File: src/rtl/pipe_stage_reg.sv
// Parametrised inter-stage pipeline register carrying PC, instruction, exception
// code, branch-delay flag and valid, with flush, exception redirect and stall count.
module pipe_stage_reg #(
  parameter int unsigned          PC_W     = 32,
  parameter int unsigned          INSTR_W  = 32,
  parameter int unsigned          EXC_W    = 5,
  parameter int unsigned          CNT_W    = 4,
  parameter logic [PC_W-1:0]      RESET_PC = 32'h0000_3000,
  parameter logic [PC_W-1:0]      REQ_PC   = 32'h0000_4180,
  parameter logic [INSTR_W-1:0]   NOP      = '0
) (
  input  logic               clk,
  input  logic               reset,
  input  logic               stall,
  input  logic               flush,
  input  logic               req,
  input  logic               in_valid,
  input  logic [PC_W-1:0]    in_pc,
  input  logic [INSTR_W-1:0] in_instr,
  input  logic [EXC_W-1:0]   in_exc,
  input  logic               in_bd,
  output logic               out_valid,
  output logic [PC_W-1:0]    out_pc,
  output logic [INSTR_W-1:0] out_instr,
  output logic [EXC_W-1:0]   out_exc,
  output logic               out_bd,
  output logic [CNT_W-1:0]   stall_cnt
);

  logic               r_valid;
  logic [PC_W-1:0]    r_pc;
  logic [INSTR_W-1:0] r_instr;
  logic [EXC_W-1:0]   r_exc;
  logic               r_bd;
  logic [CNT_W-1:0]   r_stall_cnt;

  always_ff @(posedge clk) begin
    if (reset) begin
      r_valid     <= 1'b0;
      r_pc        <= RESET_PC;
      r_instr     <= NOP;
      r_exc       <= '0;
      r_bd        <= 1'b0;
      r_stall_cnt <= '0;
    end else if (req) begin
      r_valid     <= 1'b0;
      r_pc        <= REQ_PC;
      r_instr     <= NOP;
      r_exc       <= '0;
      r_bd        <= 1'b0;
      r_stall_cnt <= '0;
    end else if (flush) begin
      // Bubble keeps PC/BD for EPC reporting; under stall the held PC/BD win.
      r_valid     <= 1'b0;
      r_instr     <= NOP;
      r_exc       <= '0;
      r_stall_cnt <= '0;
      if (!stall) begin
        r_pc <= in_pc;
        r_bd <= in_bd;
      end
    end else if (stall) begin
      if (r_stall_cnt != '1)
        r_stall_cnt <= r_stall_cnt + CNT_W'(1);
    end else begin
      r_valid     <= in_valid;
      r_pc        <= in_pc;
      r_bd        <= in_bd;
      r_instr     <= in_valid ? in_instr : NOP;
      r_exc       <= in_valid ? in_exc : '0;
      r_stall_cnt <= '0;
    end
  end

  assign out_valid = r_valid;
  assign out_pc    = r_pc;
  assign out_instr = r_instr;
  assign out_exc   = r_exc;
  assign out_bd    = r_bd;
  assign stall_cnt = r_stall_cnt;

endmodule
File: config.mk
export PLATFORM = sky130hd
export DESIGN_NAME = pipe_stage_reg
export DESIGN_NICKNAME = d
export VERILOG_FILES = /design/src/rtl/pipe_stage_reg.sv
export SDC_FILE = /design/constraint.sdc
export NUM_CORES = 1
export LEC_CHECK = 0
export ABC_AREA = 0
export CAP_MARGIN = 40
export CORE_MARGIN = 4
export CORE_UTILIZATION = 40
export CTS_CLUSTER_SIZE = 30
export DETAILED_ROUTE_END_ITERATION = 8
export PLACE_DENSITY = 0.86
export SLEW_MARGIN = 20
export SYNTH_ARGS = -nofsm -noshare
export SYNTH_HDL_FRONTEND = slang
export SYNTH_SLANG_ARGS = --single-unit
File: constraint.sdc
create_clock -name clk -period 2 [get_ports clk]
set_input_delay 0.2 -clock clk [delete_from_list [all_inputs] [get_ports clk]]
set_output_delay 0.2 -clock clk [all_outputs]
set_load 0.01 [all_outputs]
* Yosys cells after proc, flatten, opt, wreduce, memory -nomap -nowiden
Cells that the tools add are included.
** Storage, ports and cells
- Logic and storage cells :: 18
- Register bits after elaboration :: 75
- Output and inout bits :: 75
- Bits of input ports :: 76
** Cells by class
- $add $sub $neg :: 1
- Equal/unequal tests :: 2
- Reductions and logical operators :: 3
- Bitwise gates (word level) :: 1
- Muxes and demuxes :: 4
** Operators with widths (count)
- 32-bit 2-to-1 mux :: 2
- 15-bit 2-to-1 mux :: 1
- 5-bit 2-to-1 mux :: 1
- 4-bit by 1-bit adder with 4-bit output, second input constant :: 1
- 4-bit inequality test, second input constant :: 1
- 4-bit OR reduction :: 1
- 3-bit OR reduction :: 1
- 2-bit by 1-bit inequality test with 1-bit output, second input constant :: 1
- 2-bit OR reduction :: 1
- 1-bit NOT :: 1

* Logic depth before layout (Yosys ltp)
Gate-level depths: netlist of the first run.
- Depth after elaboration :: 2
- Depth in mapped cells :: 5
- Mapped depth without buffers :: 4

* Least setup slack after synthesis of the first run
Ideal clock, no wire load.
- Kind :: input-to-reg
- From :: in req
- To :: reg r_instr[10], in the netlist out_instr[10]
- Data required time :: 1.940 ns
- Library setup time :: 0.060 ns
- Setup slack :: 0.842 ns
- Data arrival time :: 1.098 ns
- Stages on the path :: 5
- Buffers on the path :: 2
- Cell sequence :: or2_4 > nor4b_4 > buf_6 > buf_12 > a22o_1
** Between the ends
- Longest elaborated chain between the ends :: 1
** Ends and longest elaborated chain
- start, declared :: line 16 : input logic req,
- 3-bit OR reduction (no source line)
- end signal, assigned :: line 69 : r_instr <= in_valid ? in_instr : NOP;
- end, declared :: line 32 : logic [INSTR_W-1:0] r_instr;
No other way between the ends.
A chain may end at the register's enable or synchronous reset.

* Worst setup path in the final report of the first run
- From :: reg r_stall_cnt[2], in the netlist stall_cnt[2]
- To :: out stall_cnt[2]
** RTL lines
- start, declared :: line 35 : logic [CNT_W-1:0] r_stall_cnt;
- start signal, assigned :: line 64 : r_stall_cnt <= r_stall_cnt + CNT_W'(1);
- end, declared :: line 27 : output logic [CNT_W-1:0] stall_cnt
No word-level cell between the ends.

==> impl_metrics.ini, run 1 <==
[sta]
fin_worst_skew_ns = 0.000725
slew_viol_final = 0
timing.fmax_ghz = 0.655
fin_ws_ns = 0.473
setup_viol = 0
tightest_slew_ns = 0.312
slew_headroom_pct = 79.2
hold_viol_final = 0
period_needed_ns = 1.53
rsz0062_at_grt = no
holdWs_ns = 0.327
tns_ns = 0
finalCritPeriodShare_pct = 76.4

[synthesis]
ys_seq_elements = 75
synth_area_leaders = dfxtp_1 (59%), a22o_1 (13%), mux2i_1 (12%)
syn_area_per_cell_um2 = 11.9
yosysWarnings = 0
synth_top_cell_area_share_pct = 58.7
ys_seq_area_share_pct = 58.7
ys_types = 23
synth_edf_count = 0
synthCells = 215
synth_nets = 292
synth_top_area_cell = dfxtp_1
synth_ff_type = dfxtp_1
async_reset_ff_share_pct = 0
synth_area_um2 = 2560

[floorplanning]
die_h_um = 88.0
die_w_um = 88.0
io_pins = 151
dieArea_um2 = 7740
start_util_pct = 42.2
rows = 28
coreArea_um2 = 6060

[setup_path]
crit_start = stall_cnt[2]
critPathTopFamily = buffers and inverters
end_kind = primary output
ff2ff_setup_slack_ns = 0.87
crit_fanout = 6
endpoint = stall_cnt[2]
cp.required_ns = 1.80
cp_num_cells = 1
timing.rr.start = stall_cnt[0]
crit_slowest_cell = clkdlybuf4s50_1
cp-start-kind = flip-flop
crit_buf_inv = 1
path_class = flip-flop to primary output
crit_chain = clkdlybuf4s50_1
r2r_end = stall_cnt[1]
crit_arrival_ns = 1.33
cp_slowest_stage_delay_ns = 0.57
reg2reg_depth = 4

[clock_network]
clk_latency_ns = 0.33
cts_inserted_buffers = 9
tritoncts = built
htree_num_levels = 3
post_cts_buffers = 0
post_cts_resized = 0
clock_path_buffers = 2
clock-root-buffer = clkbuf_8
clkSinkCount = 75
cts.hold.buffers_added = 0
clk_pin_slew_ns = 0.08

[hold_path]
worstHoldPathType = input pin to flip-flop
min_from = stall

[placed_design]
place_hpwl_mm = 5.47
place_congestion = 0.759
dp.cells = 431
io_buffers = 150
pre_cts_slack_ns = 0.230

[detailed_routing]
dr_total_vias = 2229
drc = 0
viasPerCell = 4.99
wl_per_cell_um = 16.2
ant_nets = 0
dr.first_iter.drc_count = 51
drtPass1Iterations = 4
postRouteWirelength_mm = 7.26

[global_routing]
grt_antenna_before_repair = 0
grt_pass1_wl_mm = 11.3
grt_overflow = 0
grt_pass1_vias = 2306
grt_start_max_net_pins = 39
grt_usage_pct = 19.3

[finish]
area_delta_synth_final_pct = 70.0
fin_util_pct = 71.8
insertedDiodeCount = 0
final_nets = 444
drive_above_1_share_pct = 6.72
finalNonFillerCells = 447

[power_and_ir_drop]
p_per_area_nw_per_um2 = 760
total_leakage_power_nw = 1.74
peakVddDrop_mv = 0.497

[job]
cap_violations = 0

[status]
status = finished, final reports clean
layer usage:
| metal | global-route usage, % | up-vias | part of all wire (%) | wire [µm] |
|---|---|---|---|---|
| li1 | - | 1069 | - | - |
| met3 | 10.9 | 9 | 15 | 1090 |
| met4 | 7.95 | 0 | 1.6 | 116 |
| met2 | 30.5 | 135 | 44 | 3190 |
| met1 | 21.5 | 1016 | 39 | 2860 |
| met5 | 0 | - | 0 | 0 |
worst min path at each step:
| stage | to | slack, ns | cells past startpoint |
|---|---|---|---|
| 6_report | out_pc[0] | 0.33 | 3 |
| 4_1_cts | out_pc[0] | 0.31 | 3 |
| 2_1_floorplan | out_pc[14] | 0.27 | 1 |
| 3_3_place_gp | out_valid | 0.44 | 1 |
| 3_5_place_dp | out_instr[20] | 0.45 | 1 |
| 5_1_grt | out_pc[0] | 0.34 | 3 |
metrics by stage:
stage | cell area [µm²] | power, mW
after floorplan | 2560 | 1.70
after global placement | 4110 | 1.93
after detailed placement | 4110 | 1.94
after CTS | 4350 | 3.34
after global routing | 4350 | 3.46
final | 4350 | 3.31
sequential cells by signal (all words and copies together) (netlist names):
register and count:
out_bd 1, out_exc 5, out_instr 32, out_pc 32, out_valid 1, stall_cnt 4
Yosys cell counts, types with 2 or more instances:
cell,n
buf_4,3
nand3_1,2
buf_12,2
a211oi_1,4
buf_2,7
nor2b_1,3
clkbuf_1,2
mux2i_1,31
nor2_1,36
dfxtp_1,75
a22o_1,37
o21bai_1,2
cell type report:
class	instances	area (µm²)
fill	428	1710
clock inverter	5	100
timing repair buffer	156	1570
clock buffer	11	141
tap	75	93.8
sequential	75	1500
multi-input combinational	125	947
report_power, final:
part | internal [mW] | total (mW) | switching, mW
Combinational | 0.238 | 0.358 | 0.120
Sequential | 1.53 | 1.55 | 0.0191
Clock | 0.860 | 1.40 | 0.543
cell families after synthesis:
family,after synthesis,share of synthesized area (%)
buf+inv,15,4.55
mux,31,12.1
simple gates,47,8.85
xor+xnor,1,0.342
flops,75,58.7
compound gates,45,15.0
fa+ha+maj,1,0.489
placed cells by master (no fill, tap or decap):
cell / n
a22o_1: 37
or3b_1: 1
nand3_1: 2
a211oi_1: 4
o21bai_1: 2
buf_2: 1
nor2_1: 36
nor2b_1: 3
a31oi_1: 1
nor4b_4: 1
clkdlybuf4s50_1: 149
a21o_1: 1
nand2_1: 1
clkbuf_8: 10
nor3b_4: 1
ha_1: 1
mux2i_1: 31
buf_12: 2
xnor2_1: 1
nor3_1: 1
dfxtp_1: 75
clkinv_2: 2
or2_4: 1
clkbuf_1: 1
buf_4: 4
bufinv_16: 3
Power figures use the tool's default switching activity.
==> inputs of run 2 (changes only) <==
--- a/config.mk
+++ b/config.mk
@@ -8,10 +8,10 @@
 export ABC_AREA = 0
 export CAP_MARGIN = 40
 export CORE_MARGIN = 4
-export CORE_UTILIZATION = 40
+export CORE_UTILIZATION = 34
 export CTS_CLUSTER_SIZE = 30
 export DETAILED_ROUTE_END_ITERATION = 8
-export PLACE_DENSITY = 0.86
+export PLACE_DENSITY = 0.78
 export SLEW_MARGIN = 20
 export SYNTH_ARGS = -nofsm -noshare
 export SYNTH_HDL_FRONTEND = slang
==> constraint.sdc (replaced) <==
create_clock -name clk -period 1.4 [get_ports clk]
set_input_delay 0.14 -clock clk [delete_from_list [all_inputs] [get_ports clk]]
set_output_delay 0.14 -clock clk [all_outputs]
set_load 0.01 [all_outputs]
==> run 2 against run 1 <==
Effect of this change: wire length down 3.7%; clock-buffer cell count down 1; combinational power up 40%; first-iteration DRC count up 20%; worst hold slack worse by 0.040 ns; largest cell class unchanged.
==> impl_metrics.ini, run 2 (synthesized netlist as in run 1, its figures left out) <==
[global_routing]
grt_overflow = 0
grt_antenna_before_repair = 0
grt_pass1_wl_mm = 10.7
grt_usage_pct = 15.5
grt_pass1_vias = 2269
grt_start_max_net_pins = 39

[clock_network]
tritoncts = built
clk_latency_ns = 0.33
htree_num_levels = 3
cts_inserted_buffers = 9
clock-root-buffer = clkbuf_8
clk_pin_slew_ns = 0.08
post_cts_buffers = 0
clock_path_buffers = 2
clkSinkCount = 75

[setup_path]
r2r_end = stall_cnt[0]
crit_slowest_cell = clkdlybuf4s50_1
crit_fanout = 2
reg2reg_depth = 4
timing.rr.start = stall_cnt[1]
cp.required_ns = 1.26
critPathTopFamily = buffers and inverters
ff2ff_setup_slack_ns = 0.27
end_kind = primary output
crit_start = out_pc[16]
cp_slowest_stage_delay_ns = 0.54
cp-start-kind = flip-flop
crit_chain = clkdlybuf4s50_1
path_class = flip-flop to primary output
crit_arrival_ns = 1.22
crit_buf_inv = 1

[detailed_routing]
dr.first_iter.drc_count = 61
ant_nets = 0
wl_per_cell_um = 14.9
viasPerCell = 4.74
drtPass1Iterations = 4
drc = 0
dr_total_vias = 2228
postRouteWirelength_mm = 6.99

[sta]
fin_worst_skew_ns = 0.00223
timing.fmax_ghz = 0.738
finalCritPeriodShare_pct = 96.8
rsz0062_at_grt = no
tightest_slew_ns = 0.286
holdWs_ns = 0.287
setup_viol = 0
hold_viol_final = 0
period_needed_ns = 1.36
slew_viol_final = 0
slew_headroom_pct = 80.9

[finish]
final_common_cell = clkdlybuf4s50_1
insertedDiodeCount = 0
final_nets = 444
final_cell_mix = clkdlybuf4s50_1 (102), dfxtp_1 (73), dlymetal6s2s_1 (38)
fin_area_um2 = 4470
area_delta_synth_final_pct = 74.6
drive_above_1_share_pct = 7.01

[floorplanning]
die_h_um = 94.8
io_pins = 151
start_util_pct = 35.1
die_w_um = 94.8
coreArea_um2 = 7290
dieArea_um2 = 8980
rows = 31

[placed_design]
place_congestion = 0.717
io_buffers = 150
place_hpwl_mm = 5.19
post_dp_cell_area_um2 = 4150

[power_and_ir_drop]
comb_power_share_pct = 10.8
power_frac_seq_pct = 47.7
power_switching_share_pct = 20.4
total_leakage_power_nw = 2.43
p_clk_share_pct = 41.5
switchingPower_mw = 0.943
peakVddDrop_mv = 0.655
p_int_mw = 3.69
p_per_area_nw_per_um2 = 1040

[hold_path]
hold_path_end = stall_cnt[0]
min_from = stall
hold_depth = 3
worstHoldPathType = input pin to flip-flop

[job]
cap_violations = 0

[status]
status = finished, final reports clean
==> run 2: how the worst max path moves through the flow <==
stage                          endpoint  slack, ns  cells past startpoint
after floorplan           out_instr[10]       0.30                      5
final                        out_pc[16]       0.04                      1
after global routing      out_instr[16]     0.0009                      1
after detailed placement   out_instr[6]      -0.22                      5
after CTS                 out_instr[22]     0.0004                      1
after global placement    out_instr[30]      -0.18                      5
==> run 2: area by class of cell <==
type / instances / area (µm²)
clock buffers: 10 / 128
well taps: 99 / 124
repair buffers: 156 / 1660
flip-flops and latches: 75 / 1500
clock inverters: 5 / 103
fillers: 594 / 2820
multi-input cells: 125 / 947
==> run 2: layer usage <==
layer | routed length [µm] | global-route usage [%]
met4 | 102 | 6.85
met2 | 3050 | 24.0
met3 | 990 | 9.64
met5 | 0 | 0
met1 | 2850 | 16.9
==> run 2: stage by stage <==
step	setup slack, ns	instances	setup TNS (ns)	power (mW)	utilization [%]
after floorplan	0.302	215	0	2.43	-
after detailed placement	-0.218	455	-7.91	2.77	56.9
after global routing	0.000942	470	0	4.81	61.3
after global placement	-0.183	455	-7.11	2.77	56.9
after CTS	0.000423	470	0	4.71	60.0
final	0.0447	470	0	4.63	61.3
==> run 2: repair_timing <==
action	in CTS	in global routing
gates resized for setup	11	38
hold buffers	0	0
endpoints found under the setup margin	9	38
endpoints found under the hold margin	0	0
==> run 2: power by group through the flow <==
stage / Combinational, mW / Clock [mW] / Sequential [mW]
global route: 0.537 / 2.06 / 2.21
detailed placement: 0.516 / 0 / 2.26
finish: 0.501 / 1.92 / 2.21
floorplan: 0.144 / 0 / 2.28
CTS: 0.516 / 1.98 / 2.21
global placement: 0.508 / 0 / 2.26
